===== config.mk =====
export PLATFORM = sky130hd
export DESIGN_NAME = audio_sample_packet_decoder
export DESIGN_NICKNAME = d
export VERILOG_FILES = /design/src/rtl/audio_sample_packet_decoder.sv
export SDC_FILE = /design/constraint.sdc
export NUM_CORES = 2
export LEC_CHECK = 0
export ABC_AREA = 0
export BUFFER_PORTS_ARGS = -buffer_cell sky130_fd_sc_hd__buf_4
export CAP_MARGIN = 15
export CORE_UTILIZATION = 35
export CTS_CLUSTER_SIZE = 24
export DETAILED_ROUTE_END_ITERATION = 10
export GPL_TIMING_DRIVEN = 0
export HOLD_SLACK_MARGIN = 0.1
export PLACE_DENSITY_LB_ADDON = 0.2
export SLEW_MARGIN = 20
export SYNTH_ARGS = -nofsm -noshare
export SYNTH_HDL_FRONTEND = slang
export SYNTH_SLANG_ARGS = --single-unit

===== constraint.sdc =====
create_clock -name clk_pixel -period 3.4 [get_ports clk_pixel]
set_input_delay 0.34 -clock clk_pixel [delete_from_list [all_inputs] [get_ports clk_pixel]]
set_output_delay 0.34 -clock clk_pixel [all_outputs]
set_load 0.1 [all_outputs]

===== src/rtl/audio_sample_packet_decoder.sv =====
// Sink-side audio sample packet decoder: unpacks layout-0 sample packets
// into a FWFT FIFO and tracks IEC 60958 channel-status blocks.
// Ports: clk_pixel/reset_n; packet_valid/header/sub packet input;
//   sample_out_valid/ready + audio_sample_word/valid_bit/parity_error head;
//   channel_status_left/right/update, cs_locked, overrun_count.
// Optional: AUDIO_ACR_CAPTURE_EN adds acr_n/acr_cts/acr_update.
module audio_sample_packet_decoder #(
  parameter int FIFO_DEPTH = 8
) (
  input  logic        clk_pixel,
  input  logic        reset_n,
  input  logic        packet_valid,
  input  logic [23:0] header,
  input  logic [55:0] sub [3:0],
  output logic        sample_out_valid,
  input  logic        sample_out_ready,
  output logic [23:0] audio_sample_word [1:0],
  output logic [1:0]  sample_valid_bit,
  output logic [1:0]  sample_parity_error,
  output logic [39:0] channel_status_left,
  output logic [39:0] channel_status_right,
  output logic        channel_status_update,
  output logic        cs_locked,
  output logic [7:0]  overrun_count
`ifdef AUDIO_ACR_CAPTURE_EN
  ,
  output logic [19:0] acr_n,
  output logic [19:0] acr_cts,
  output logic        acr_update
`endif
);

  localparam int AW = $clog2(FIFO_DEPTH);

  typedef enum logic {IDLE, UNPACK} state_t;

  state_t      state;
  logic [1:0]  idx;
  logic [3:0]  present;
  logic [3:0]  bflags;
  logic [55:0] hsub [3:0];

  logic [23:0] mem_l [FIFO_DEPTH];
  logic [23:0] mem_r [FIFO_DEPTH];
  logic [1:0]  mem_v [FIFO_DEPTH];
  logic [1:0]  mem_p [FIFO_DEPTH];
  logic [AW:0] wr_ptr;
  logic [AW:0] rd_ptr;

  logic [7:0]  frame_cnt;
  logic        blk_start;
  logic [39:0] acc_l;
  logic [39:0] acc_r;

  logic [55:0] cur;
  logic        cur_present;
  logic        cur_b;
  logic        push;
  logic        pop;
  logic        full;
  logic        push_ok;
  logic        pkt_sample;
  logic        drop_pkt;
  logic [8:0]  ovf_sum;
  logic [7:0]  cs_nxt;
  logic        unused;

  assign unused = ^{header[19:16], header[15:13]};

  assign cur         = hsub[idx];
  assign cur_present = present[idx];
  assign cur_b       = bflags[idx];

  assign pkt_sample = packet_valid && header[7:0] == 8'd2
                      && !header[12];
  assign drop_pkt   = pkt_sample && state == UNPACK;

  assign push    = state == UNPACK && cur_present;
  assign pop     = sample_out_valid && sample_out_ready;
  assign full    = (wr_ptr - rd_ptr) == (AW + 1)'(FIFO_DEPTH);
  assign push_ok = push && (!full || pop);

  assign ovf_sum = {1'b0, overrun_count}
                 + {8'd0, drop_pkt}
                 + {8'd0, push && !push_ok};

  // Frame index this subpacket occupies inside the block.
  assign cs_nxt = cur_b ? 8'd0
                : (frame_cnt == 8'd191) ? 8'd0
                : frame_cnt + 8'd1;

  assign sample_out_valid     = wr_ptr != rd_ptr;
  assign audio_sample_word[0] = mem_l[rd_ptr[AW-1:0]];
  assign audio_sample_word[1] = mem_r[rd_ptr[AW-1:0]];
  assign sample_valid_bit     = mem_v[rd_ptr[AW-1:0]];
  assign sample_parity_error  = mem_p[rd_ptr[AW-1:0]];

  always_ff @(posedge clk_pixel or negedge reset_n) begin
    if (!reset_n) begin
      state   <= IDLE;
      idx     <= 2'd0;
      present <= 4'd0;
      bflags  <= 4'd0;
      for (int i = 0; i < 4; i++) hsub[i] <= 56'd0;
    end else begin
      unique case (state)
        IDLE: begin
          if (pkt_sample) begin
            present <= header[11:8];
            bflags  <= header[23:20];
            for (int i = 0; i < 4; i++) hsub[i] <= sub[i];
            idx     <= 2'd0;
            state   <= UNPACK;
          end
        end
        UNPACK: begin
          idx <= idx + 2'd1;
          if (idx == 2'd3) state <= IDLE;
        end
        default: state <= IDLE;
      endcase
    end
  end

  always_ff @(posedge clk_pixel or negedge reset_n) begin
    if (!reset_n) begin
      wr_ptr        <= '0;
      rd_ptr        <= '0;
      overrun_count <= 8'd0;
      for (int i = 0; i < FIFO_DEPTH; i++) begin
        mem_l[i] <= 24'd0;
        mem_r[i] <= 24'd0;
        mem_v[i] <= 2'd0;
        mem_p[i] <= 2'd0;
      end
    end else begin
      if (push_ok) begin
        mem_l[wr_ptr[AW-1:0]] <= cur[23:0];
        mem_r[wr_ptr[AW-1:0]] <= cur[47:24];
        mem_v[wr_ptr[AW-1:0]] <= {cur[52], cur[48]};
        mem_p[wr_ptr[AW-1:0]] <= {^{cur[55:52], cur[47:24]},
                                  ^{cur[51:48], cur[23:0]}};
        wr_ptr <= wr_ptr + 1'b1;
      end
      if (pop) rd_ptr <= rd_ptr + 1'b1;
      overrun_count <= ovf_sum[8] ? 8'hFF : ovf_sum[7:0];
    end
  end

  always_ff @(posedge clk_pixel or negedge reset_n) begin
    if (!reset_n) begin
      frame_cnt             <= 8'd0;
      blk_start             <= 1'b0;
      acc_l                 <= 40'd0;
      acc_r                 <= 40'd0;
      channel_status_left   <= 40'd0;
      channel_status_right  <= 40'd0;
      channel_status_update <= 1'b0;
      cs_locked             <= 1'b0;
    end else begin
      channel_status_update <= 1'b0;
      if (push) begin
        frame_cnt <= cs_nxt;
        if (cur_b) begin
          if (frame_cnt == 8'd191 && (cs_locked || blk_start)) begin
            channel_status_left   <= acc_l;
            channel_status_right  <= acc_r;
            channel_status_update <= 1'b1;
            cs_locked             <= 1'b1;
          end else if (frame_cnt != 8'd191) begin
            cs_locked <= 1'b0;
          end
          blk_start <= 1'b1;
        end else if (frame_cnt == 8'd191) begin
          // Block ran long without a B: drop framing until next B.
          cs_locked <= 1'b0;
          blk_start <= 1'b0;
        end
        if (cs_nxt < 8'd40) begin
          acc_l[cs_nxt[5:0]] <= cur[50];
          acc_r[cs_nxt[5:0]] <= cur[54];
        end
      end
    end
  end

`ifdef AUDIO_ACR_CAPTURE_EN
  always_ff @(posedge clk_pixel or negedge reset_n) begin
    if (!reset_n) begin
      acr_n      <= 20'd0;
      acr_cts    <= 20'd0;
      acr_update <= 1'b0;
    end else begin
      acr_update <= 1'b0;
      if (packet_valid && header[7:0] == 8'd1) begin
        acr_n      <= {sub[0][35:32], sub[0][47:40], sub[0][55:48]};
        acr_cts    <= {sub[0][11:8], sub[0][23:16], sub[0][31:24]};
        acr_update <= 1'b1;
      end
    end
  end
`endif

endmodule


==> metrics.txt <==
# TYPE chip_impl_metric gauge
chip_impl_info{name="crit-reg2reg-capture",value="overrun_count[0]"} 1
chip_impl_metric{name="critical_path_peak_fanout",unit=""} 10
chip_impl_metric{name="final_layout_size_suffix_gt1_share",unit="%"} 52.8
chip_impl_metric{name="number_of_pins_exceeding_their_max_slew_limit_in_the_final_report",unit=""} 0
chip_impl_metric{name="initial_utilization",unit="%"} 35.5
chip_impl_metric{name="cts_made_buffers",unit=""} 93
chip_impl_metric{name="buf_inv_on_cp",unit=""} 3
chip_impl_info{name="timing.critical_path.mode_cell",value="sky130_fd_sc_hd__buf_4"} 1
chip_impl_metric{name="drc",unit=""} 0
chip_impl_metric{name="worst_slew_slack_as_a_fraction_of_its_limit",unit="%"} 39.2
chip_impl_metric{name="post-place-cells",unit=""} 4163
chip_impl_metric{name="finalSetupViolations",unit=""} 0
chip_impl_info{name="worstPathCellList",value="buf_2, buf_4, mux4_2, nand2_4, buf_4, nor2_4, fa_2, ha_2, and3_4, nand2_1, or2_2, nand2b_1"} 1
chip_impl_metric{name="peak_per_stage_delay_on_the_critical_path",unit="ns"} 0.39
chip_impl_metric{name="share_clk_of_total_power",unit="%"} 41.4
chip_impl_metric{name="port-buffer-count",unit=""} 387
chip_impl_info{name="critical-path-top-delay-family",value="simple AND/OR/NAND/NOR gates"} 1
chip_impl_info{name="hold_path_class",value="input port to flop"} 1
chip_impl_metric{name="synth.yosys.seq_area_share",unit="%"} 56.8
chip_impl_info{name="holdCritStartpoint",value="header[12]"} 1
chip_impl_metric{name="drt-pass1-iter-count",unit=""} 5
chip_impl_metric{name="pre_cts_slack",unit="ns"} -1.43
chip_impl_metric{name="via_density_per_instance",unit=""} 5.06
chip_impl_metric{name="first_global_vias",unit=""} 26200
chip_impl_metric{name="max_freq",unit="MHz"} 302
chip_impl_metric{name="r2r_setup_slack",unit="ns"} 0.09
chip_impl_metric{name="cts-root-to-sink-buffers",unit=""} 3
chip_impl_metric{name="design.core.area",unit="sq mm"} 0.104
chip_impl_metric{name="postSynthCellCount",unit=""} 2389
chip_impl_metric{name="yosysUniqueCellTypes",unit=""} 57
chip_impl_metric{name="worst_ep_arrival_time",unit="ns"} 3.91
chip_impl_metric{name="final.setup_skew",unit="ns"} 0.0579
chip_impl_metric{name="tightestPinTransition",unit="ns"} 0.912
chip_impl_metric{name="power_density",unit="mW/mm^2"} 523
chip_impl_metric{name="num_io_pins",unit=""} 395
chip_impl_metric{name="power_switching",unit="W"} 0.00696
chip_impl_metric{name="synth.net_count",unit=""} 2650
chip_impl_metric{name="cts.sinks",unit=""} 838
chip_impl_metric{name="clock_insertion_delay_at_the_later_pin_of_the_skew_report",unit="ns"} 0.67
chip_impl_info{name="worst_setup_path_end_kind",value="flop"} 1
chip_impl_metric{name="mappedNetlistArea",unit="sq mm"} 0.0369
chip_impl_metric{name="combinationalPowerShare",unit="%"} 18.0
chip_impl_info{name="cts_tree",value="built"} 1
chip_impl_metric{name="timing.final.hold_violations",unit=""} 0
chip_impl_info{name="critical_path_class",value="flop to flop"} 1
chip_impl_metric{name="dieWidth",unit="um"} 327
chip_impl_metric{name="power.internal",unit="W"} 0.0182
chip_impl_metric{name="setup_ws",unit="ns"} 0.0872
chip_impl_info{name="postSynth.topFlopCell",value="sky130_fd_sc_hd__dfrtp_1"} 1
chip_impl_info{name="grt_setup_unrepaired",value="yes"} 1
chip_impl_info{name="timing.critical_path.slowest_stage_cell",value="sky130_fd_sc_hd__buf_2"} 1
chip_impl_metric{name="antenna_found_initial",unit=""} 10
chip_impl_metric{name="whs_path_depth",unit=""} 4
chip_impl_metric{name="grt_pass1_wl",unit="mm"} 163
chip_impl_metric{name="grt_overflow",unit=""} 0
chip_impl_metric{name="peakVddDrop",unit="V"} 0.000498
chip_impl_metric{name="net_total_in_the_final_layout",unit=""} 3386
chip_impl_metric{name="power",unit="W"} 0.0251
chip_impl_metric{name="synth_enable_flop_cells",unit=""} 0
chip_impl_metric{name="grt_start_max_net_pins",unit=""} 140
chip_impl_metric{name="yosys_warnings",unit=""} 0
chip_impl_info{name="worstSetupStartpointType",value="flop"} 1
chip_impl_metric{name="dr_total_vias",unit=""} 23200
chip_impl_metric{name="routabilityCongestion",unit=""} 0.846
chip_impl_metric{name="detail_route.iter0.violations",unit=""} 1174
chip_impl_metric{name="final_hold_slack",unit="ns"} 0.234
chip_impl_metric{name="postSynthRegisterBits",unit=""} 838
chip_impl_info{name="regToRegStartpoint",value="idx[1]"} 1
chip_impl_metric{name="antenna_left",unit=""} 0
chip_impl_metric{name="dieArea",unit="sq mm"} 0.107
chip_impl_metric{name="die_h",unit="um"} 327
chip_impl_metric{name="drv_cap",unit=""} 0
chip_impl_metric{name="totalWireLength",unit="mm"} 107
chip_impl_metric{name="worstRegToRegCells",unit=""} 12
chip_impl_metric{name="minimum_clock_period",unit="ns"} 3.31
chip_impl_metric{name="dp_hpwl",unit="mm"} 76.3
chip_impl_info{name="hold_path_end",value="idx[0]"} 1
chip_impl_metric{name="final_period_util",unit="%"} 97.4
chip_impl_metric{name="area_growth_syn_to_layout",unit="%"} 30.2
chip_impl_metric{name="pwr-share-seq",unit="%"} 40.6
chip_impl_metric{name="clk_pin_slew",unit="ns"} 0.06
chip_impl_metric{name="async_flop_share",unit="%"} 100
chip_impl_metric{name="grt_util_all_layers",unit="%"} 20.1
chip_impl_metric{name="placementRows",unit=""} 118
chip_impl_metric{name="instances_no_fill",unit=""} 4593
chip_impl_info{name="status",value="completed"} 1
chip_impl_metric{name="syn_area_per_cell",unit="sq um"} 15.5
chip_impl_metric{name="ctsHtreeMaxLevel",unit=""} 3
chip_impl_metric{name="static-leakage-power",unit="nW"} 23.4
chip_impl_metric{name="critical_path_required",unit="ns"} 3.99
chip_impl_metric{name="drt-wirelength-per-cell",unit="um"} 23.2
chip_impl_metric{name="power.share.switching",unit="%"} 27.7
chip_impl_info{name="cts_root_buffer",value="sky130_fd_sc_hd__clkbuf_16"} 1
chip_impl_metric{name="fin_tns_setup",unit="ns"} 0
-- through the flow --
step           utilization [%]  cell area (sq um)
6_report                  46.2              48100
5_1_grt                   46.2              48100
4_1_cts                   46.0              47800
3_5_place_dp              40.1              41800
3_3_place_gp              39.9              41500
2_1_floorplan                -              36900
-- power groups by stage --
stage	registers, W	clock network (W)	logic, W
2_1_floorplan	0.0103	0	0.00238
6_report	0.0102	0.0104	0.00452
4_1_cts	0.0102	0.0107	0.00459
3_5_place_dp	0.0103	0	0.00416
3_3_place_gp	0.0103	0	0.00406
5_1_grt	0.0102	0.0111	0.00482
-- synthesized netlist by cell type, types with 2 or more instances --
cell type                  instances  area share [%]
sky130_fd_sc_hd__and3_1            5           0.085
sky130_fd_sc_hd__nand4b_1          2           0.047
sky130_fd_sc_hd__xnor3_2           2            0.13
sky130_fd_sc_hd__xnor2_1          58             1.4
sky130_fd_sc_hd__clkbuf_1         73            0.74
sky130_fd_sc_hd__a21oi_1           9            0.12
sky130_fd_sc_hd__nor2b_1           4           0.068
sky130_fd_sc_hd__or3_1             5           0.085
sky130_fd_sc_hd__mux2_4            8            0.33
sky130_fd_sc_hd__nor2_1           23            0.23
sky130_fd_sc_hd__buf_1            13            0.13
sky130_fd_sc_hd__buf_6             4            0.12
sky130_fd_sc_hd__a31oi_1           4           0.068
sky130_fd_sc_hd__xnor2_2           4            0.18
sky130_fd_sc_hd__o21a_1            2           0.041
sky130_fd_sc_hd__buf_2            54            0.73
sky130_fd_sc_hd__a22o_1            2           0.047
sky130_fd_sc_hd__xor2_1            4           0.095
sky130_fd_sc_hd__nor3_2            5            0.14
sky130_fd_sc_hd__inv_1             7           0.071
sky130_fd_sc_hd__xnor3_1           2            0.12
sky130_fd_sc_hd__and2_1            3           0.051
sky130_fd_sc_hd__nand2_1         182             1.9
sky130_fd_sc_hd__a21o_1            3           0.061
sky130_fd_sc_hd__o31ai_1           4           0.081
sky130_fd_sc_hd__mux2_2          801              24
sky130_fd_sc_hd__mux4_2          160             9.8
sky130_fd_sc_hd__ha_1              8            0.27
sky130_fd_sc_hd__dfrtp_1         838              57
sky130_fd_sc_hd__and4_1            5            0.12
sky130_fd_sc_hd__nand3_1          19            0.26
sky130_fd_sc_hd__nand2b_1          2           0.034
sky130_fd_sc_hd__nand4_1           6            0.10
sky130_fd_sc_hd__o21ai_0          14            0.19
sky130_fd_sc_hd__nor3_1           23            0.31
sky130_fd_sc_hd__or2_2            10            0.17
-- cell usage in the layout, fill, tap and decap left out, drive strengths merged, types with 6 or more instances in the layout --
| cell | n |
|---|---|
| a21oi | 9 |
| buf | 479 |
| bufinv | 9 |
| clkbuf | 205 |
| clkinv | 19 |
| dfrtp | 838 |
| diode | 12 |
| dlygate4sd3 | 234 |
| ha | 8 |
| inv | 13 |
| mux2 | 809 |
| mux4 | 160 |
| nand2 | 182 |
| nand3 | 19 |
| nand4 | 6 |
| nor2 | 24 |
| nor3 | 28 |
| o21ai | 15 |
| or2 | 10 |
| xnor2 | 62 |
-- state kept, by name (all words and copies together), names as in the netlist, 2 cells and up --
name and flops:
mem_r 192, channel_status_right 40, acc_l 40, bflags 4, frame_cnt 8, mem_v 16
rd_ptr 4, acc_r 40, wr_ptr 4, overrun_count 8, channel_status_left 40, present 4
mem_l 192, idx 2, hsub 224, mem_p 16
-- repair_timing --
action,in CTS,in global routing
pin swaps,10,4
resized for setup,140,47
setup endpoints to repair,633,430
buffers inserted,14,4
hold endpoints to repair,351,0
hold buffers,234,0
-- worst register-to-register path, delay by kind of cell (launching register included) --
family / cells / cell delay, ns
adders and majority gates: 2 / 0.49
buffers and inverters: 3 / 0.97
DFF: 1 / 0.38
muxes: 1 / 0.31
and+or+nand+nor: 6 / 1.10
-- kinds of logic after synthesis --
logic type | after synthesis | share of synthesized area [%]
buf+inv | 156 | 1.94
mux | 969 | 34.5
fa+ha+maj | 9 | 0.325
compound gates | 48 | 0.847
xor+xnor | 70 | 1.90
simple gates | 299 | 3.65
flops | 838 | 56.8
-- worst max path at each step --
| stage | depth (start not counted) | endpoint | slack [ns] | from |
|---|---|---|---|---|
| global placement | 1 | hsub[178] | -7.48 | reset_n |
| floorplan | 14 | mem_l[71] | 0.03 | rd_ptr[1] |
| global route | 6 | sample_valid_bit[0] | -0.004 | rd_ptr[0] |
| CTS | 9 | acc_r[20] | -0.06 | idx[0] |
| detailed placement | 13 | mem_r[17] | -1.43 | rd_ptr[1] |
| finish | 12 | overrun_count[0] | 0.09 | idx[1] |
-- cell type report --
type	count	area, sq um
Multi-Input combinational cell	1395	15600
Clock buffer	134	2700
Timing Repair Buffer	646	5590
Antenna cell	12	30.0
Fill cell	9137	56000
Tap cell	1380	1730
Inverter	9	38.8
Sequential cell	838	21000
Buffer	142	957
Clock inverter	37	495
-- metal layers --
metal	vias to the layer above	wire length [um]	GRT usage (%)
li1	10200	-	-
met1	12300	45000	25.3
met2	573	53500	34.5
met3	181	4290	3.64
met4	0	3750	7.35
met5	-	0	0
Power figures use the tool's default switching activity.
